<file path="config.mk">
export PLATFORM = sky130hd
export DESIGN_NAME = maj_bist_driver
export DESIGN_NICKNAME = d
export VERILOG_FILES = /design/src/rtl/maj_bist_pkg.sv /design/src/rtl/maj_ref_popcount.sv /design/src/rtl/maj_bist_driver.sv
export SDC_FILE = /design/constraint.sdc
export NUM_CORES = 1
export LEC_CHECK = 0
export ABC_CLOCK_PERIOD_IN_PS = 8000
export CORE_MARGIN = 2
export CORE_UTILIZATION = 25
export DETAILED_ROUTE_END_ITERATION = 16
export DONT_BUFFER_PORTS = 1
export GPL_TIMING_DRIVEN = 0
export PLACE_DENSITY = 0.49
export SETUP_SLACK_MARGIN = 0.15
export SLEW_MARGIN = 10
export SYNTH_ARGS = -nofsm -noshare
export SYNTH_HDL_FRONTEND = slang
export SYNTH_SLANG_ARGS = --single-unit
</file>
<file path="constraint.sdc">
create_clock -name i_clk -period 8 [get_ports i_clk]
set_input_delay 1.6 -clock i_clk [delete_from_list [all_inputs] [get_ports i_clk]]
set_output_delay 1.6 -clock i_clk [all_outputs]
set_load 0.03 [all_outputs]
</file>
<file path="src/rtl/maj_bist_pkg.sv">
// Shared types and helpers for the majority-gate self-test driver.
package maj_bist_pkg;

    // Run-control states of the BIST driver.
    typedef enum logic [1:0] {
        ST_IDLE  = 2'd0,
        ST_RUN   = 2'd1,
        ST_DRAIN = 2'd2,
        ST_DONE  = 2'd3
    } bist_state_e;

    // Widest vector the popcount helper accepts; narrower vectors are zero-extended.
    localparam int unsigned POP_W = 64;

    // x^33 + x^20 + 1, maximal-length Fibonacci feedback for the 33-bit default.
    localparam logic [32:0] DEFAULT_TAPS = 33'h1_0008_0000;

    // Number of ones in a (zero-extended) vector.
    function automatic int unsigned popcount(input logic [POP_W-1:0] v);
        int unsigned cnt;
        cnt = 32'd0;
        for (int i = 0; i < POP_W; i++) begin
            cnt = cnt + 32'(v[i]);
        end
        return cnt;
    endfunction

endpackage

</file>
<file path="src/rtl/maj_ref_popcount.sv">
// Golden majority reference: high when at least THRESH inputs are one.
module maj_ref_popcount
    import maj_bist_pkg::*;
#(
    parameter int unsigned N      = 33,
    parameter int unsigned THRESH = (N + 1) / 2
) (
    input  logic [N-1:0] i_x,
    output logic         o_ref
);

    assign o_ref = (popcount(POP_W'(i_x)) >= THRESH);

endmodule

</file>
<file path="src/rtl/maj_bist_driver.sv">
// Self-test driver for an N-input majority gate: issues exhaustive or LFSR
// vectors on o_x_out, checks the returned y against a popcount reference after
// DUT_LAT cycles, counts mismatches and captures the first failing vector.
module maj_bist_driver
    import maj_bist_pkg::*;
#(
    parameter int unsigned  N         = 33,
    parameter int unsigned  THRESH    = (N + 1) / 2,
    parameter int unsigned  DUT_LAT   = 0,
    parameter int unsigned  ERRW      = 16,
    parameter logic [N-1:0] LFSR_TAPS = N'(DEFAULT_TAPS)
) (
    input  logic            i_clk,
    input  logic            i_rst,
    input  logic            i_start,
    input  logic            i_abort,
    input  logic            i_mode_lfsr,
    input  logic [N-1:0]    i_seed,
    input  logic [N:0]      i_num_vecs,
    output logic [N-1:0]    o_x_out,
    input  logic            i_y_in,
    output logic            o_busy,
    output logic            o_done,
    output logic            o_pass,
    output logic [ERRW-1:0] o_err_count,
    output logic            o_first_fail_vld,
    output logic [N-1:0]    o_first_fail_vec
);

    localparam logic [N:0]      FULL_SPACE = {1'b1, {N{1'b0}}};
    localparam logic [N:0]      CNT_ONE    = {{N{1'b0}}, 1'b1};
    localparam logic [N-1:0]    X_ONE      = {{(N-1){1'b0}}, 1'b1};
    localparam logic [ERRW-1:0] ERR_ONE    = {{(ERRW-1){1'b0}}, 1'b1};
    localparam logic [ERRW-1:0] ERR_MAX    = {ERRW{1'b1}};
    localparam int unsigned     DRW        = (DUT_LAT < 2) ? 1 : $clog2(DUT_LAT);
    localparam logic [DRW-1:0]  DRAIN_INIT = DRW'(DUT_LAT - 1);

    bist_state_e     r_state;
    logic [N-1:0]    r_x;
    logic [N:0]      r_remain;     // vectors still to issue after the current one
    logic            r_mode;
    logic [DRW-1:0]  r_drain;
    logic            r_busy;
    logic            r_done;
    logic            r_pass;
    logic [ERRW-1:0] r_err;
    logic            r_ff_vld;
    logic [N-1:0]    r_ff_vec;

    logic            w_start_acc;
    logic            w_abort_acc;
    logic [N:0]      w_nv_eff;
    logic [N-1:0]    w_first_vec;
    logic [N-1:0]    w_next_vec;
    logic            w_ref;
    logic            w_cmp_vld;
    logic            w_cmp_ref;
    logic [N-1:0]    w_cmp_x;
    logic            w_mismatch;
    logic [ERRW-1:0] w_err_next;
    logic            w_pass_next;

    // abort only matters while a run is in flight, and it beats a same-cycle start
    assign w_abort_acc = i_abort && ((r_state == ST_RUN) || (r_state == ST_DRAIN));
    assign w_start_acc = i_start && !i_abort && ((r_state == ST_IDLE) || (r_state == ST_DONE));

    // exhaustive mode cannot exceed the 2^N vector space; the LFSR simply keeps cycling
    assign w_nv_eff    = (!i_mode_lfsr && (i_num_vecs > FULL_SPACE)) ? FULL_SPACE : i_num_vecs;
    assign w_first_vec = i_mode_lfsr ? ((i_seed == '0) ? X_ONE : i_seed) : '0;
    assign w_next_vec  = r_mode ? {r_x[N-2:0], ^(r_x & LFSR_TAPS)} : (r_x + X_ONE);

    maj_ref_popcount #(
        .N      (N),
        .THRESH (THRESH)
    ) u_ref (
        .i_x   (r_x),
        .o_ref (w_ref)
    );

    generate
        if (DUT_LAT == 0) begin : g_no_pipe
            assign w_cmp_vld = (r_state == ST_RUN);
            assign w_cmp_ref = w_ref;
            assign w_cmp_x   = r_x;
        end else begin : g_pipe
            logic [DUT_LAT-1:0] r_pvld;
            logic [DUT_LAT-1:0] r_pref;
            logic [N-1:0]       r_px [DUT_LAT];

            // Carry reference and vector alongside the DUT's own register stages
            always_ff @(posedge i_clk) begin
                if (i_rst || w_abort_acc) begin
                    r_pvld <= '0;
                    r_pref <= '0;
                    for (int i = 0; i < DUT_LAT; i++) begin
                        r_px[i] <= '0;
                    end
                end else begin
                    r_pvld[0] <= (r_state == ST_RUN);
                    r_pref[0] <= w_ref;
                    r_px[0]   <= r_x;
                    for (int i = 1; i < DUT_LAT; i++) begin
                        r_pvld[i] <= r_pvld[i-1];
                        r_pref[i] <= r_pref[i-1];
                        r_px[i]   <= r_px[i-1];
                    end
                end
            end

            assign w_cmp_vld = r_pvld[DUT_LAT-1];
            assign w_cmp_ref = r_pref[DUT_LAT-1];
            assign w_cmp_x   = r_px[DUT_LAT-1];
        end
    endgenerate

    assign w_mismatch  = w_cmp_vld && (i_y_in != w_cmp_ref);
    assign w_err_next  = (r_err == ERR_MAX) ? r_err : (r_err + ERR_ONE);
    assign w_pass_next = (r_err == '0) && !w_mismatch;

    // Run-control FSM: vector generation, drain timing and status outputs
    always_ff @(posedge i_clk) begin
        if (i_rst) begin
            r_state  <= ST_IDLE;
            r_x      <= '0;
            r_remain <= '0;
            r_mode   <= 1'b0;
            r_drain  <= '0;
            r_busy   <= 1'b0;
            r_done   <= 1'b0;
            r_pass   <= 1'b0;
        end else begin
            case (r_state)
                ST_IDLE, ST_DONE: begin
                    if (w_start_acc) begin
                        r_mode <= i_mode_lfsr;
                        r_pass <= 1'b0;
                        if (w_nv_eff == '0) begin
                            r_state <= ST_DONE;
                            r_done  <= 1'b1;
                            r_pass  <= 1'b1;
                            r_busy  <= 1'b0;
                            r_x     <= '0;
                        end else begin
                            r_state  <= ST_RUN;
                            r_done   <= 1'b0;
                            r_busy   <= 1'b1;
                            r_x      <= w_first_vec;
                            r_remain <= w_nv_eff - CNT_ONE;
                        end
                    end
                end
                ST_RUN: begin
                    if (w_abort_acc) begin
                        r_state <= ST_IDLE;
                        r_x     <= '0;
                        r_busy  <= 1'b0;
                        r_done  <= 1'b0;
                        r_pass  <= 1'b0;
                    end else if (r_remain == '0) begin
                        r_x <= '0;
                        if (DUT_LAT == 0) begin
                            r_state <= ST_DONE;
                            r_busy  <= 1'b0;
                            r_done  <= 1'b1;
                            r_pass  <= w_pass_next;
                        end else begin
                            r_state <= ST_DRAIN;
                            r_drain <= DRAIN_INIT;
                        end
                    end else begin
                        r_x      <= w_next_vec;
                        r_remain <= r_remain - CNT_ONE;
                    end
                end
                ST_DRAIN: begin
                    if (w_abort_acc) begin
                        r_state <= ST_IDLE;
                        r_x     <= '0;
                        r_busy  <= 1'b0;
                        r_done  <= 1'b0;
                        r_pass  <= 1'b0;
                    end else if (r_drain == '0) begin
                        r_state <= ST_DONE;
                        r_busy  <= 1'b0;
                        r_done  <= 1'b1;
                        r_pass  <= w_pass_next;
                    end else begin
                        r_drain <= r_drain - DRW'(1);
                    end
                end
                default: begin
                    r_state <= ST_IDLE;
                    r_x     <= '0;
                    r_busy  <= 1'b0;
                    r_done  <= 1'b0;
                    r_pass  <= 1'b0;
                end
            endcase
        end
    end

    // Saturating mismatch counter and first-failure capture; an aborting cycle's check is dropped
    always_ff @(posedge i_clk) begin
        if (i_rst || w_start_acc) begin
            r_err    <= '0;
            r_ff_vld <= 1'b0;
            r_ff_vec <= '0;
        end else if (w_mismatch && !w_abort_acc) begin
            r_err <= w_err_next;
            if (!r_ff_vld) begin
                r_ff_vld <= 1'b1;
                r_ff_vec <= w_cmp_x;
            end
        end
    end

    assign o_x_out          = r_x;
    assign o_busy           = r_busy;
    assign o_done           = r_done;
    assign o_pass           = r_pass;
    assign o_err_count      = r_err;
    assign o_first_fail_vld = r_ff_vld;
    assign o_first_fail_vec = r_ff_vec;

endmodule

</file>
== After elaboration in Yosys (flattened, before gate mapping) ==
Index checks and enable logic that the tools add are counted.

* Register bits after elaboration: 124
* Bits of input ports: 73
* Output and inout bits: 86

* Add/sub/neg operators: 37
* Order comparisons: 2
* Equal/unequal tests: 12
* Mux-type cells: 42
* Bitwise gates (word level): 3
* Reductions and logical operators: 29

{| class="wikitable"
|+ Operators with widths
! kind !! count
|-
| adder 32 x 1 -> 32 bit || 31
|-
| two-way mux 33 bit || 8
|-
| two-way mux 34 bit || 5
|-
| one-hot mux 33 bit (3 select lines) || 1
|-
| logical NOT 34 bit || 2
|-
| one-hot mux 34 bit (2 select lines) || 1
|-
| subtractor 34 x 1 -> 34 bit, second input constant || 2
|-
| greater-than comparator 34 bit, second input constant || 1
|-
| adder 33 x 1 -> 33 bit, second input constant || 1
|-
| logical NOT 33 bit || 1
|-
| XOR reduction 33 bit || 1
|-
| >= comparator 32 x 5 -> 1 bit, second input constant || 1
|-
| two-way mux 1 bit || 17
|-
| adder 16 x 1 -> 16 bit, second input constant || 1
|-
| equality test 16 bit, second input constant || 1
|-
| logical NOT 16 bit || 1
|-
| two-way mux 2 bit || 6
|-
| != test 2 bit, second input constant || 5
|-
| AND reduction 2 bit || 5
|-
| one-hot mux 1 bit (3 select lines) || 3
|-
| logical AND 1 bit || 7
|-
| one-hot mux 2 bit (3 select lines) || 1
|-
| AND reduction 5 bit || 1
|-
| equality test 2 bit, second input constant || 2
|-
| 13 further kinds || 20
|}

== Depth between registers and ports, before layout ==
Gate-level depths: netlist of the first run.

* Word-level depth: 40
* Gate-level depth with buffers: 24

== By module ==
From an unflattened synthesis of the first run, not the netlist that was laid out.

* Cell total of the unflattened synthesis: 1200
* Area total of the unflattened synthesis: 8886.0 um^2

{| class="wikitable"
|+ Modules (own cells, without submodules)
! module !! instances !! cells an instance !! area an instance (um^2) !! sequential area each (um^2)
|-
| maj_bist_driver || 1 || 1075 || 7825.0 || 2442.3
|-
| maj_ref_popcount || 1 || 125 || 1061.0 || 0.0
|}

== Worst setup path before layout of the first run ==
Ideal clock, no wire load.

* Kind: reg2reg
* Start: register r_x[2] (netlist: o_x_out[2])
* End: register r_ff_vec[20] (netlist: o_first_fail_vec[20])
* Library setup time: 74 ps
* Arrival: 6128 ps
* Data required time: 7926 ps
* Setup slack: 1797 ps
* Stages on the path, launching flop included: 23
* Cell sequence: dfxtp_1 -> clkbuf_1 -> inv_1 -> fa_1 -> fa_1 -> fa_1 -> fa_1 -> fa_1 -> fa_1 -> inv_1 -> ha_1 -> inv_1 -> fa_1 -> xor2_1 -> nand3b_1 -> a211oi_1 -> o21bai_1 -> a21bo_2 -> a21oi_1 -> clkbuf_1 -> clkbuf_1 -> nand3_1 -> o21ai_0

* Word-level cells in the longest chain between the ends: 36

{| class="wikitable"
|+ RTL lines
! element !! RTL line !! RTL
|-
| from (decl) || maj_bist_driver.sv:39 || <nowiki>logic [N-1:0] r_x;</nowiki>
|-
| from (signal assigned) || maj_bist_driver.sv:147 || <nowiki>r_x <= w_first_vec;</nowiki>
|-
| from (signal assigned) || maj_bist_driver.sv:171 || <nowiki>r_x <= w_next_vec;</nowiki>
|-
| adder 32 x 1 -> 32 bit (31 in series) || maj_bist_pkg.sv:23 || <nowiki>cnt = cnt + 32'(v[i]);</nowiki>
|-
| >= comparator 32 x 5 -> 1 bit || maj_ref_popcount.sv:12 || <nowiki>assign o_ref = (popcount(POP_W'(i_x)) >= THRESH);</nowiki>
|-
| != test 1 bit || maj_bist_driver.sv:116 || <nowiki>assign w_mismatch = w_cmp_vld && (i_y_in != w_cmp_ref);</nowiki>
|-
| logical AND 1 bit || maj_bist_driver.sv:116 ||
|-
| logical AND 1 bit || maj_bist_driver.sv:208 || <nowiki>end else if (w_mismatch && !w_abort_acc) begin</nowiki>
|-
| AND reduction 2 bit (no line) || -- ||
|-
| to (signal assigned) || maj_bist_driver.sv:212 || <nowiki>r_ff_vec <= w_cmp_x;</nowiki>
|-
| to (decl) || maj_bist_driver.sv:48 || <nowiki>logic [N-1:0] r_ff_vec;</nowiki>
|}

Every way passes these cells.
A chain may end at the register's enable or synchronous reset.

== Worst setup path after layout of the first run ==
* Start: register r_x[0] (netlist: o_x_out[0])
* End: register r_ff_vec[24] (netlist: o_first_fail_vec[24])

* Word-level cells in the longest chain between the ends: 37

{| class="wikitable"
|+ RTL lines
! element !! RTL line
|-
| adder 1 x 1 -> 2 bit || maj_bist_pkg.sv:23
|-
| adder 32 x 1 -> 32 bit (31 in series) || maj_bist_pkg.sv:23
|-
| >= comparator 32 x 5 -> 1 bit || maj_ref_popcount.sv:12
|-
| != test 1 bit || maj_bist_driver.sv:116
|-
| logical AND 1 bit || maj_bist_driver.sv:116
|-
| logical AND 1 bit || maj_bist_driver.sv:208
|-
| AND reduction 2 bit (no line) || --
|}

Every way passes these cells.

==> results, run 1 <==
- The detail route stage leaves a number of antenna-violating nets equal to 0.
- The worst hold slack is ~0.48 ns.
- The layout overhead on the synthesized area is 13.9%.
- After clock tree synthesis, the clock-pin slew on the worst setup and hold paths is ~0.07 ns.
- In this design, the stage delay of the slowest critical-path cell is ~0.73 ns.
- In this run the worst path has a maximum fanout of 10.
- The slowest library cell on the worst path is sky130_fd_sc_hd__dfxtp_1.
- The worst hold path passes through 2 cells.
- The hold buffer count at CTS is 0.
- The most frequent cell on the critical path is sky130_fd_sc_hd__fa_1.
- TritonCTS built the clock tree.
- The run finished with clean final reports.
- The post-layout net count is 1,270.
- The critical path is of the reg -> reg type.
- The most instantiated flip-flop cell in the synthesis netlist is sky130_fd_sc_hd__dfxtp_1.
- The global-route wire length before repair is about 52,000 µm.
- The clock period could shrink to roughly 7.3 ns.
- The starting density of the core is 25.3%.
- The die footprint is roughly 35,000 µm².
- The worst path required time is about 8.4 ns.
- Detailed routing inserted a total of between 9,000 and 10,000 vias.
- The fraction of post-synthesis cell area in the top cell type by area is 28.9%.
- The worst register-to-register path has a setup slack of 0.68 ns.
- In this run the core area contains between 60 and 70 standard-cell rows.
- The number of top-level pins is about 160.
- The clock sink total is between 100 and 150.
- The worst path meets setup with about 0.68 ns of slack.
- The end point of the most critical hold path is r_remain[28]$_SDFFE_PP0P_.
- Detailed placement finished with a half-perimeter wire length of between 20,000 and 30,000 µm.
- The cell depth of the worst flop-to-flop path is 22.
- When the netlist entered floorplanning its net count stood at between 1,000 and 1,500.
- The total power draw is 0.00441 W.
- The number of enable-type register cells in the synthesized netlist is 0.
- The proportion of synthesized chip area in sequential cells is 28.9%.
- The via count of the first global-routing pass is 8,397.
- The number of post-CTS setup repair buffers is 0.
- After synthesis, the cell types taking the most area are sky130_fd_sc_hd__dfxtp_1, sky130_fd_sc_hd__o21ai_0, sky130_fd_sc_hd__fa_1, sky130_fd_sc_hd__nand2_1, sky130_fd_sc_hd__a21oi_1.
- The largest net degree at the start of global routing is 17.
- The analysis attributes to cell leakage a power of 3.23 nW.
- The peak clock frequency supported by timing is between 100 and 150 MHz.
- The power density relative to cell area is approximately 460 nW/µm².
- In this run the cell area of the synthesized design comes to 8440 µm².
- The post-detailed-route wirelength per cell is 21.0 µm.
- The actual transition at the worst max-transition pin is between 1 and 1.5 ns.
- The detailed-route vias per instance is 5.56.
- Setup repair after global routing left no endpoint under its margin.
- The chip width is 188 µm.
- The number of DRC violations after detailed-routing iteration 0 is approximately 840.
- The worst clock skew on the final layout is ~0.018 ns.
- The share of the clock period used by the worst path after layout is between 90% and 100%.
- The number of clock buffers inserted by TritonCTS is 17.
- The floorplan step defined a core boundary enclosing about 33,000 µm².
- The post-synthesis cell count is 1,139.
- The first-pass iteration count of the detailed router is 5.
- The final setup TNS is 0 ns.
- The number of max-cap violations is 0.
- The arrival time of data at the critical path endpoint is about 7.7 ns.
- The number of remaining DRC errors is 0.
- The count of buffers from port buffering is 0.
- The number of antenna violations at the first check in global routing is 1.
- Measured along the y axis, the die boundary spans approximately 190 µm.
- For the worst-skew pair, the clock arrives at the later sink with an insertion delay of between 0.4 and 0.5 ns.
- The min-delay analysis places its worst path in the category reg -> reg.
- The synthesized netlist contains 74 unique library cells.
- The hold path startpoint is r_remain[28]$_SDFFE_PP0P_.
- After synthesis, the share of flip-flops with an asynchronous set or reset is 0%.
- In this run the tightest slew margin relative to its limit is a little under a quarter.
- The congestion estimate from routability-driven global placement came to 0.962.
- Global routing used just under 20% of the available tracks across all layers.
- The master cell of the clock root buffer is sky130_fd_sc_hd__clkbuf_16.
- The number of warning messages in the yosys log is 0.
- The number of hold violations in the final report was 0.
- In this run the deepest clock path goes through 2 buffers.
- The reg-to-reg endpoint is o_first_fail_vec[24]$_SDFFE_PP0P_.
- Walking the worst path, the cells encountered are ha_1 -> inv_1 -> fa_1 -> fa_1 -> fa_1 -> fa_1 -> fa_1 -> fa_1 -> inv_1 -> ha_1 -> inv_1 -> fa_1 -> xor2_1 -> nand4bb_1 -> mux2i_1 -> a21oi_1 -> nand3_1 -> a21oi_1 -> clkbuf_1 -> clkbuf_1 -> nand3_1 -> o21ai_0.
- A synthesized cell averages around 7.4 µm².
- The worst ir drop on vdd is between 300 and 400 µV.
- The beginning of the worst register-to-register path is o_x_out[0]$_SDFFE_PP0P_.
- Wires add up to approximately 34,000 µm.
- Summed over all instances, the cell type with the most area after synthesis is sky130_fd_sc_hd__dfxtp_1.
- The count of endpoints failing setup in the final report is 0.
- The commonest non-fill, non-tap cell in the layout is sky130_fd_sc_hd__dfxtp_1.
- The total of cells resized after clock tree synthesis is 0.
- The total global routing overflow is 0.
- The filler cells instantiated in the layout total approximately 3,700.
- The fraction of final layout cells sized beyond drive strength 1 is 5.72%.
- The kind of capture point of the worst setup path is a register.
- The top cell types in the final layout, fill and taps aside, are sky130_fd_sc_hd__dfxtp_1, sky130_fd_sc_hd__nand2_1, sky130_fd_sc_hd__o21ai_0, sky130_fd_sc_hd__a21oi_1, sky130_fd_sc_hd__nand3_1.
- OpenSTA, run right after detailed placement, puts the worst setup slack at around 0.59 ns.
- The element type at the critical path start is a register.
- The count of pins over their slew limit is 0.
- The H-tree depth is 4.
- The register bit count reported by yosys is roughly 120.
## state kept, by name, summed over array words and instances, names as in the netlist
register and cells:
r_remain 34, o_first_fail_vec 33, o_x_out 33, o_err_count 16, r_state 2, o_busy 1
o_first_fail_vld 1, o_pass 1, r_mode 1
## layout make-up
class | count | area (µm²) | area share (%)
Antenna cell | 2 | 5.00 | 0.0521
Multi-Input combinational cell | 870 | 5430 | 56.5
Timing Repair Buffer | 1 | 7.51 | 0.0781
Buffer | 80 | 333 | 3.46
Tap cell | 448 | 561 | 5.83
Clock inverter | 13 | 133 | 1.38
Clock buffer | 19 | 453 | 4.71
Inverter | 67 | 251 | 2.62
Sequential cell | 122 | 2440 | 25.4
## worst max-delay path by stage
stage	startpoint	endpoint	slack, ns	cells after the start
floorplan	o_x_out[2]$_SDFFE_PP0P_	o_first_fail_vec[20]$_SDFFE_PP0P_	1.80	22
CTS	o_x_out[0]$_SDFFE_PP0P_	o_first_fail_vec[8]$_SDFFE_PP0P_	0.57	22
global route	o_x_out[0]$_SDFFE_PP0P_	o_first_fail_vec[27]$_SDFFE_PP0P_	0.17	22
global placement	o_x_out[0]$_SDFFE_PP0P_	o_first_fail_vec[29]$_SDFFE_PP0P_	0.66	22
detailed placement	o_x_out[0]$_SDFFE_PP0P_	o_first_fail_vec[8]$_SDFFE_PP0P_	0.59	22
finish	o_x_out[0]$_SDFFE_PP0P_	o_first_fail_vec[24]$_SDFFE_PP0P_	0.68	22
## routing by layer
layer,share of wire [%],vias up,wire [µm],GRT usage [%]
met1,43,4302,14600,24.6
met3,9.5,66,3250,6.20
met4,3.5,2,1190,8.42
met5,0.038,-,13,0
met2,44,431,15000,29.5
li1,-,4210,-,-
## worst max-delay path: cells and delay by family (launching register included)
family	cells	cell delay [ns]
adder cells (fa/ha/maj)	9	3.82
AND/OR/NAND/NOR	3	0.42
flip-flops	1	0.73
XOR/XNOR	1	0.17
AO/OA/AOI/OAI	3	1.00
buffers and inverters	5	1.00
multiplexers	1	0.08
## where the power goes
group / switching, W / internal [W]
Sequential: 0.000318 / 0.000717
Combinational: 0.00157 / 0.00102
Clock: 0.000338 / 0.000452
Total: 0.00222 / 0.00219
## synth_stat cells (7+ instances only)
cell type                  count
sky130_fd_sc_hd__dfxtp_1     122
sky130_fd_sc_hd__nand2_1     117
sky130_fd_sc_hd__o21ai_0     111
sky130_fd_sc_hd__a21oi_1      83
sky130_fd_sc_hd__nand3_1      75
sky130_fd_sc_hd__nor2_1       72
sky130_fd_sc_hd__clkbuf_1     65
sky130_fd_sc_hd__inv_1        65
sky130_fd_sc_hd__nor3_1       43
sky130_fd_sc_hd__a211oi_1     34
sky130_fd_sc_hd__nor4_1       33
sky130_fd_sc_hd__or3_1        29
sky130_fd_sc_hd__fa_1         25
sky130_fd_sc_hd__a31oi_1      18
sky130_fd_sc_hd__and3_1       17
sky130_fd_sc_hd__nand4_1      16
sky130_fd_sc_hd__mux2i_1      15
sky130_fd_sc_hd__nand2b_1     14
sky130_fd_sc_hd__ha_1         13
sky130_fd_sc_hd__o31ai_1      13
sky130_fd_sc_hd__buf_2        11
sky130_fd_sc_hd__xnor2_1      10
sky130_fd_sc_hd__o211ai_1      9
sky130_fd_sc_hd__o22ai_1       9
sky130_fd_sc_hd__nand3b_1      8
sky130_fd_sc_hd__a221oi_1      7
## logic make-up (layout without fill, tap and decap cells)
logic type,count (synthesis),count (layout),share of synthesized area [%]
AO/OA/AOI/OAI,333,333,24.5
flip-flops,122,122,28.9
adder cells (fa/ha/maj),38,38,7.86
AND/OR/NAND/NOR,467,467,28.2
multiplexers,16,16,1.91
XOR/XNOR,16,16,1.66
buffers and inverters,147,180,6.92
other,0,2,0
## metrics by stage
step | area, µm² | utilization (%) | cells
after floorplan | 8440 | - | 1139
after global placement | 9000 | 27.0 | 1587
after detailed placement | 9020 | 27.0 | 1588
after CTS | 9610 | 28.8 | 1620
after global routing | 9610 | 28.8 | 1620
final | 9610 | 28.8 | 1622
Power figures use the tool's default switching activity.
==> inputs of run 2 (changes only) <==
--- a/config.mk
+++ b/config.mk
@@ -12,7 +12,7 @@
 export DONT_BUFFER_PORTS = 1
 export GPL_TIMING_DRIVEN = 0
 export PLACE_DENSITY = 0.49
-export SETUP_SLACK_MARGIN = 0.15
+export SETUP_SLACK_MARGIN = 0.4
 export SLEW_MARGIN = 10
 export SYNTH_ARGS = -nofsm -noshare
 export SYNTH_HDL_FRONTEND = slang
==> run 2 against run 1 <==
Die area unchanged. Flip-flop and latch count unchanged. Worst setup slack improved by 0.25 ns. Sequential power about the same. Cell count unchanged. Combinational power about the same. Non-clock buffer count unchanged. Critical path depth unchanged. Sequential share of layout area about the same.
==> results, run 2 (synthesis gave the netlist of run 1 again) <==
- The run finished with clean final reports.
- The worst slack at placement is 0.591 ns (unchanged).
- TritonCTS built the clock tree.
- The worst clock skew on the final layout came to 0.0168 ns (-0.000793 ns).
- The post-layout net count is 1,270 (unchanged).
- The kind of capture point of the worst setup path is a register.
- The starting density of the core is 25.3% (unchanged).
- The number of core rows is 67 (unchanged).
- The share of the clock period used by the worst path after layout is 88.4% (-3.1 points).
- The flip-flop count of the largest register, all copies and words added is 34 (unchanged).
- The final weighted congestion of routability-driven global placement came to 0.962 (unchanged).
- The worst hold slack is 0.478 ns (unchanged).
- The number of max-cap violations is 0 (unchanged).
- The instance area at placement is 9020 µm² (unchanged).
- The final standard cell area without fillers is 9620 µm² (about the same).
- The number of remaining DRC errors is 0 (unchanged).
- The overall track demand over capacity in global routing is 19.2% (unchanged).
- The slack of the critical path is 0.925 ns (+0.245 ns).
- The global-route wire length before repair is 51,900 µm (unchanged).
- The count of endpoints failing setup in the final report was 0 (unchanged).
- The post-detailed-route wirelength per cell is 21.0 µm (+0.11%).
- The number of clock buffers inserted by TritonCTS is 17 (unchanged).
- The cell depth of the worst flop-to-flop path is 22 (unchanged).
- The fraction of final layout cells sized beyond drive strength 1 came to 5.97% (+0.26 points).
- The cell that appears most often on the critical path is sky130_fd_sc_hd__fa_1.
- Setup repair after global routing left no endpoint under its margin.
- The detailed-route vias per instance is 5.57 (+0.30%).
- The cell sitting at the root of the clock tree is a sky130_fd_sc_hd__clkbuf_16.
- The most used routing layer is met2.
- The post-detailed-routing wire length is 34,100 µm (+0.11%).
- The chip width is 188 µm (unchanged).
- The signal on the critical path passes through clkbuf_1 -> inv_1 -> fa_1 -> fa_1 -> fa_1 -> fa_1 -> fa_1 -> fa_1 -> inv_1 -> ha_1 -> inv_1 -> fa_1 -> xor2_1 -> nand4bb_1 -> mux2i_1 -> a21oi_1 -> a21oi_1 -> nor2_1 -> clkbuf_1 -> clkbuf_1 -> mux2i_1 -> nor2_1.
- The worst path required time is 8.30 ns (-0.06 ns).
- The number of top-level pins was 159 (unchanged).
- The layout overhead on the synthesized area is 13.9% (about the same).
- The number of antenna violations at the first check in global routing came to 1 (unchanged).
- The met2 track utilization from global routing is 29.5% (unchanged).
- The worst ir drop on vdd was 350 µV (about the same).
- Among all stages on the critical path, the largest delay is contributed by sky130_fd_sc_hd__fa_1.
- The tightest min-delay check is of the reg -> reg type.
- The clock-pin slew reported for the worst setup and hold paths after clock tree synthesis is 0.06 ns (about the same).
- The actual transition at the worst max-transition pin was 1.14 ns (+0.00155 ns).
- The H-tree depth is 4 (unchanged).
- The die height was 188 µm (unchanged).
- The clock latency of the later-clocked register in the worst-skew pair was 0.45 ns (about the same).
- The via total after detailed routing came to 9,038 (+0.30%).
- The clock period minus worst slack is 7.07 ns (-0.245 ns).
- The number of routed nets with antenna violations is 0 (unchanged).
- The count of buffers from port buffering is 0 (unchanged).
- The detailed placer's ending HPWL is 25,900 µm (unchanged).
- The leakage power figure came to 3.24 nW (+0.12%).
- The number of hold violations in the final report is 0 (unchanged).
- The via count of the first global-routing pass came to 8,397 (unchanged).
- The arrival time of data at the critical path endpoint came to 7.38 ns (-0.30 ns).
- The element type at the critical path start is a register.
- The count of pins over their slew limit was 0 (unchanged).
- Leaving out fill and tap cells, the most frequent cell in the layout is sky130_fd_sc_hd__dfxtp_1.
- The total global routing overflow is 0 (unchanged).
- The number of DRC violations after detailed-routing iteration 0 is 847 (+1.1%).
- The deepest clock path buffer count is 2 (unchanged).
- The worst relative slew slack is 23.4% (-0.10 points).
- The final setup TNS came to 0 ns (unchanged).
- The biggest cell delay along the critical path is 0.59 ns (-0.14 ns).
- The largest net degree at the start of global routing is 17 (unchanged).
- The maximum fanout count along the critical path was 10 (unchanged).
- The first-pass iteration count of the detailed router is 5 (unchanged).
- The clock sink total is 122 (unchanged).
- The final core area utilization came to 28.8% (about the same).
- The setup path with the least slack is of type reg -> reg.
- The worst hold path depth is 2 (unchanged).
- The met3 track demand over resource is 6.20% (unchanged).
- The largest register by flop count is r_remain.
- Leaving out fill and tap cells, the most frequent cells in the layout are sky130_fd_sc_hd__dfxtp_1, sky130_fd_sc_hd__nand2_1, sky130_fd_sc_hd__o21ai_0, sky130_fd_sc_hd__a21oi_1, sky130_fd_sc_hd__nand3_1.
- The die footprint is 35,300 µm² (unchanged).
- The met1 demand-to-capacity share in global routing is 24.6% (unchanged).
- The peak clock frequency supported by timing came to 141 MHz (+3.5%).
- The floorplan core area was 33,400 µm² (unchanged).
- The power density relative to cell area is 459 nW/µm² (about the same).
[run 2: cell counts in the layout (fill, tap and decap cells not counted)]
Identical to the previous run, type by type.
[run 2: critical path: cells and delay by family (launching register included)]
kind | cells | cell delay [ns]
multiplexers | 2 | 0.32
AO/OA/AOI/OAI | 2 | 0.63
adder cells (fa/ha/maj) | 8 | 3.56
buffers and inverters | 6 | 1.40
flip-flops | 1 | 0.52
AND/OR/NAND/NOR | 3 | 0.32
XOR/XNOR | 1 | 0.17
[run 2: cell type report]
cell class	instances	area (µm²)
repair buffers	1	7.51
flip-flops and latches	122	2440
inverters	67	251
clock inverters	13	133
clock buffers	19	453
diodes	2	5.00
plain buffers	80	334
well taps	448	561
multi-input cells	870	5430
fillers	3711	23700
[run 2: routing by layer]
metal	vias to the layer above	share of wire, %
met3	72	9.4
li1	4209	-
met1	4320	43
met4	2	3.5
met2	435	44
met5	-	0.038
[run 2: through the flow]
step / instances / power [W]
6_report: 1622 / 0.00442
5_1_grt: 1620 / 0.00487
4_1_cts: 1620 / 0.00445
3_5_place_dp: 1588 / 0.00363
3_3_place_gp: 1587 / 0.00360
2_1_floorplan: 1139 / 0.00293
[run 2: final timing paths]
kind,slack (ns),endpoint,from
worst max-delay path,0.93,o_err_count[1]$_SDFFE_PP0P_,o_x_out[2]$_SDFFE_PP0P_
worst max register to register,0.93,o_err_count[1]$_SDFFE_PP0P_,o_x_out[2]$_SDFFE_PP0P_
worst min-delay path,0.48,r_remain[28]$_SDFFE_PP0P_,r_remain[28]$_SDFFE_PP0P_
worst min register to register,0.48,r_remain[28]$_SDFFE_PP0P_,r_remain[28]$_SDFFE_PP0P_
[run 2: power breakdown]
| group | internal, W | leakage, nW | switching, W | total, W |
|---|---|---|---|---|
| Sequential | 0.000718 | 0.993 | 0.000318 | 0.00104 |
| Clock | 0.000452 | 0.276 | 0.000338 | 0.000790 |
| Combinational | 0.00102 | 1.97 | 0.00157 | 0.00259 |
| Total | 0.00219 | 3.24 | 0.00222 | 0.00442 |
[run 2: what timing repair did]
| action | 4_1_cts | 5_1_grt |
|---|---|---|
| buffers inserted | 0 | 0 |
| hold buffers | 0 | 0 |
| resized for setup | 0 | 4 |
| setup endpoints to repair | 0 | 30 |
==> RTL change 1 (flow settings as in run 1) <==
Change the parameter `ERRW` from 16 to 32.
--- a/src/rtl/maj_bist_driver.sv
+++ b/src/rtl/maj_bist_driver.sv
@@ -7,7 +7,7 @@
     parameter int unsigned  N         = 33,
     parameter int unsigned  THRESH    = (N + 1) / 2,
     parameter int unsigned  DUT_LAT   = 0,
-    parameter int unsigned  ERRW      = 16,
+    parameter int unsigned  ERRW      = 32,
     parameter logic [N-1:0] LFSR_TAPS = N'(DEFAULT_TAPS)
 ) (
     input  logic            i_clk,
Ports: changed (resized o_err_count); port bits go from 159 to 175. No check against the original RTL was run, so the function may have changed too.
==> RTL change 1 against run 1 <==
Sequential power grew 15%; final area increased by 9.4%; sequential cell count is 16 higher; via count rose by 13%; wire length grew 20%; setup slack got worse by 0.014 ns; total power is 16% higher; area after synthesis rose by 10%; largest power group unchanged.
==> RTL change 1: results (changes against run 1) <==
[metrics] result of the run: finished, final reports clean
[metrics] global-route wire length before repair: 61300 µm (+18%)
[metrics] cell at the slowest stage of the critical path: sky130_fd_sc_hd__fa_1
[metrics] worst-case vdd ir drop: 0.544 mV (+56%)
[metrics] detailed-routing iteration count for the pre-antenna-repair pass: 6 (+1)
[metrics] Avg Vias per Cell: 5.79 (+4.2%)
[metrics] met2 Use GR: 0.313 (+0.0180)
[metrics] PortBufs: 0 (unchanged)
[metrics] total global routing track utilization: 0.209 (+0.0171)
[metrics] flip-flop count of the largest register after layout: 34 (unchanged)
[metrics] commonest cells in the netlist: sky130_fd_sc_hd__nand2_1, sky130_fd_sc_hd__dfxtp_1, sky130_fd_sc_hd__o21ai_0
[metrics] largest stage delay on the critical path: 0.61 ns (-0.12 ns)
[metrics] vias in the first global route: 9647 (+15%)
[metrics] global placement routability congestion: 0.930 (-3.3%)
[metrics] critical path fanouts, max: 10 (unchanged)
[metrics] Worst Setup Slack post-DPL: 0.240 ns (-0.351 ns)
[metrics] total CTS buffers: 17 (unchanged)
[metrics] H-tree levels: 4 (unchanged)
[metrics] fraction of synthesis flops using an asynchronous set or reset pin: 0 (unchanged)
[metrics] number of placed instances with taps included: 1720 (+8.3%)
[metrics] number of DRC violations after detailed-routing iteration 0: 907 (+8.2%)
[metrics] placed standard-cell area: 9870 µm² (+9.4%)
[metrics] count of unique library cells instantiated by Yosys: 81 (+9.5%)
[metrics] data arrival time of the critical path: 7.64 ns (-0.04 ns)
[metrics] path category of the worst min-delay check: reg -> reg
[metrics] sequential share of the synthesized area: 0.298 (+0.00826)
[metrics] half-perimeter wire length after detailed placement: 30700 µm (+18%)
[metrics] average instance area after synthesis: 7.42 µm² (about the same)
[metrics] Mapped Nets: 1363 (+9.0%)
[metrics] maximum buffer depth of the clock tree: 2 (unchanged)
[metrics] Clk pin slew, worst setup/hold paths: 0.07 ns (about the same)
[metrics] Ys Warns: 0 (unchanged)
[metrics] worst clock skew: 0.0151 ns (-0.00249 ns)
[metrics] number of antenna violations at the first check in global routing: 2 (+1)
[metrics] Static Leakage: 3.40 nW (+5.2%)
[metrics] synth top area cells: sky130_fd_sc_hd__dfxtp_1, sky130_fd_sc_hd__o21ai_0, sky130_fd_sc_hd__a21oi_1, sky130_fd_sc_hd__nand2_1, sky130_fd_sc_hd__fa_1
[metrics] detailed-route wire length per cell: 23.4 µm (+11%)
[metrics] met3 Usage GRT: 0.0539 (-0.00805)
[metrics] fraction of layout cells with a size suffix above 1: 0.0483 (-0.00884)
[metrics] most used flip-flop cell after synthesis: sky130_fd_sc_hd__dfxtp_1
[metrics] total length of routed wires: 41000 µm (+20%)
[metrics] Most flops, register: r_remain
[metrics] slew margin rel.: 0.187 (-0.0482)
[metrics] grt met1 use: 0.272 (+0.0261)
-- RTL change 1: cell count changes after synthesis, sizes merged, moves of 10 or more --
cell / before / now
dfxtp: 122 / 138
a21oi: 83 / 126
a221oi: 8 / 18
or4: 8 / 18
nand3: 76 / 53
o21ai: 114 / 137
clkbuf: 65 / 79
nand2: 118 / 148
nand4: 16 / 26
-- RTL change 1: final cells by class --
cell class	instances	area, µm²
fill	3977	26100
sequential	138	2770
inverter	68	255
tap	468	586
multi-input combinational	959	5930
antenna	1	2.50
clock inverter	14	209
clock buffer	17	425
buffer	87	345
-- RTL change 1: worst max-delay path: cells and delay by family (launching register included) --
kind	cells	cell delay, ns
XOR/XNOR	1	0.17
buffers and inverters	7	1.37
adder cells (fa/ha/maj)	8	3.66
flip-flops	1	0.53
AO/OA/AOI/OAI	4	0.86
multiplexers	1	0.08
AND/OR/NAND/NOR	2	0.51
-- RTL change 1: timing repair --
item | CTS | global route
hold endpoints to repair | 0 | 0
gates resized for setup | 0 | 11
setup endpoints to repair | 0 | 40
-- RTL change 1: worst paths after layout --
kind,startpoint,endpoint,slack (ns),cells after the start
worst max-delay path,o_x_out[2],o_err_count[4],0.67,23
worst min-delay path,r_remain[27],r_remain[27],0.48,2
worst max register to register,o_x_out[2],o_err_count[4],0.67,23
worst min register to register,r_remain[27],r_remain[27],0.48,2
-- RTL change 1: cells by family (layout without fill, tap and decap cells) --
| group | after synthesis | in the layout | share of synthesized area |
|---|---|---|---|
| multiplexers | 18 | 18 | 0.0203 |
| buffers and inverters | 155 | 186 | 0.0641 |
| flip-flops | 138 | 138 | 0.298 |
| AND/OR/NAND/NOR | 469 | 469 | 0.257 |
| AO/OA/AOI/OAI | 420 | 420 | 0.276 |
| other | 0 | 1 | 0 |
| adder cells (fa/ha/maj) | 38 | 38 | 0.0714 |
| XOR/XNOR | 14 | 14 | 0.0132 |
-- RTL change 1: layer usage --
layer	share of wire	vias up
li1	-	4643
met1	0.42	4912
met2	0.44	488
met3	0.093	103
met4	0.047	0
met5	0	-
-- RTL change 1: report_power, final --
group          internal (mW)  switching, mW
Clock                  0.530          0.365
Sequential             0.808          0.367
Combinational           1.20           1.84
==> RTL change 2 (flow settings as in run 1) <==
Made on the original files. Put one more register stage on the output `o_err_count`, cleared by the reset. The value now appears one clock later. The other outputs are not delayed to match.
--- a/src/rtl/maj_bist_driver.sv
+++ b/src/rtl/maj_bist_driver.sv
@@ -218,7 +218,13 @@
     assign o_busy           = r_busy;
     assign o_done           = r_done;
     assign o_pass           = r_pass;
-    assign o_err_count      = r_err;
+    always_ff @(posedge i_clk) begin
+        if (i_rst) begin
+            o_err_count <= '0;
+        end else begin
+            o_err_count <= r_err;
+        end
+    end
     assign o_first_fail_vld = r_ff_vld;
     assign o_first_fail_vec = r_ff_vec;
 
Behaviour: not the same (Yosys sat finds a counterexample within 4 cycles, from zero or initial values and one cycle with i_rst high).
==> RTL change 2 against run 1 <==
Total power is 19% higher; clock power is 2% higher; first-iteration DRC count rose by 19%; sequential cell count rose by 16; area after synthesis is 7.5% higher; setup slack lost 0.048 ns; final area rose by 6.6%; worst hold slack is essentially flat; clock skew down 0.0061 ns; non-clock buffer count did not move; wire length increased by 13%.
==> RTL change 2: results (changes against run 1) <==
[metrics] commonest cells in the netlist: sky130_fd_sc_hd__dfxtp_1, sky130_fd_sc_hd__nand2_1, sky130_fd_sc_hd__o21ai_0
[metrics] number of vias in the routed layout: 9591 (+6.4%)
[metrics] global-route wire length before repair: 58200 µm (+12%)
[metrics] filler cell count in the final layout: 3866 (+4.1%)
[metrics] grt met1 use: 0.266 (+0.0203)
[metrics] count of unique library cells instantiated by Yosys: 77 (+4.1%)
[metrics] mux cell area share after synthesis: 0.0134 (-0.00575)
[metrics] half-perimeter wire length after detailed placement: 28700 µm (+11%)
[metrics] worst hold path startpoint: r_remain[29]
[metrics] fin cells: 1708 (+5.3%)
[metrics] adder and majority cell fraction of the synthesized area: 0.0730 (-0.00551)
[metrics] detailed-route wire length per cell: 22.5 µm (+7.3%)
[metrics] hold slack final: 0.478 ns (-0.000464 ns)
[metrics] termination of the worst setup path: o_first_fail_vec[31]
[metrics] vias in the first global route: 9049 (+7.8%)
[metrics] largest stage delay on the critical path: 0.67 ns (-0.06 ns)
[metrics] global placement routability congestion: 0.936 (-2.6%)
[metrics] sequential share of power: 0.225 (-0.010)
[metrics] detailed-routing iteration count for the pre-antenna-repair pass: 6 (+1)
[metrics] slew margin rel.: 0.170 (-0.0649)
[metrics] post-synthesis share of cell area spent on xor and xnor gates: 0.0174 (+0.000765)
[metrics] logic gate share of total power: 0.621 (+0.034)
[metrics] post-synthesis compound-gate area fraction: 0.247 (+0.00140)
[metrics] result of the run: finished, final reports clean
[metrics] Register-to-Register Setup Slack: 0.63 ns (-0.05 ns)
[metrics] met3 routed WL: 3080 µm (-5.4%)
RTL change 2: cell count changes in the layout (fill, tap and decap cells not counted), moves of 9 or more:
cell	run 1	this run
sky130_fd_sc_hd__nor2_1	72	94
sky130_fd_sc_hd__buf_2	11	20
sky130_fd_sc_hd__nor2b_1	4	14
sky130_fd_sc_hd__clkbuf_1	65	56
sky130_fd_sc_hd__o21ai_1	0	12
sky130_fd_sc_hd__or3_1	29	11
sky130_fd_sc_hd__dfxtp_1	122	138
sky130_fd_sc_hd__nand2_1	117	138
RTL change 2: metrics by stage:
stage	power, mW	setup WS (ns)
final	5.25	0.632
after CTS	5.26	0.608
after detailed placement	4.43	0.645
after global routing	5.78	0.156
after global placement	4.39	0.743
after floorplan	3.55	1.84
RTL change 2: cell type report:
type	instances	share of cell area
buffer	81	0.0330
clock buffer	18	0.0419
clock inverter	14	0.0144
inverter	75	0.0275
multi-input combinational	921	0.557
sequential	138	0.270
tap	461	0.0563
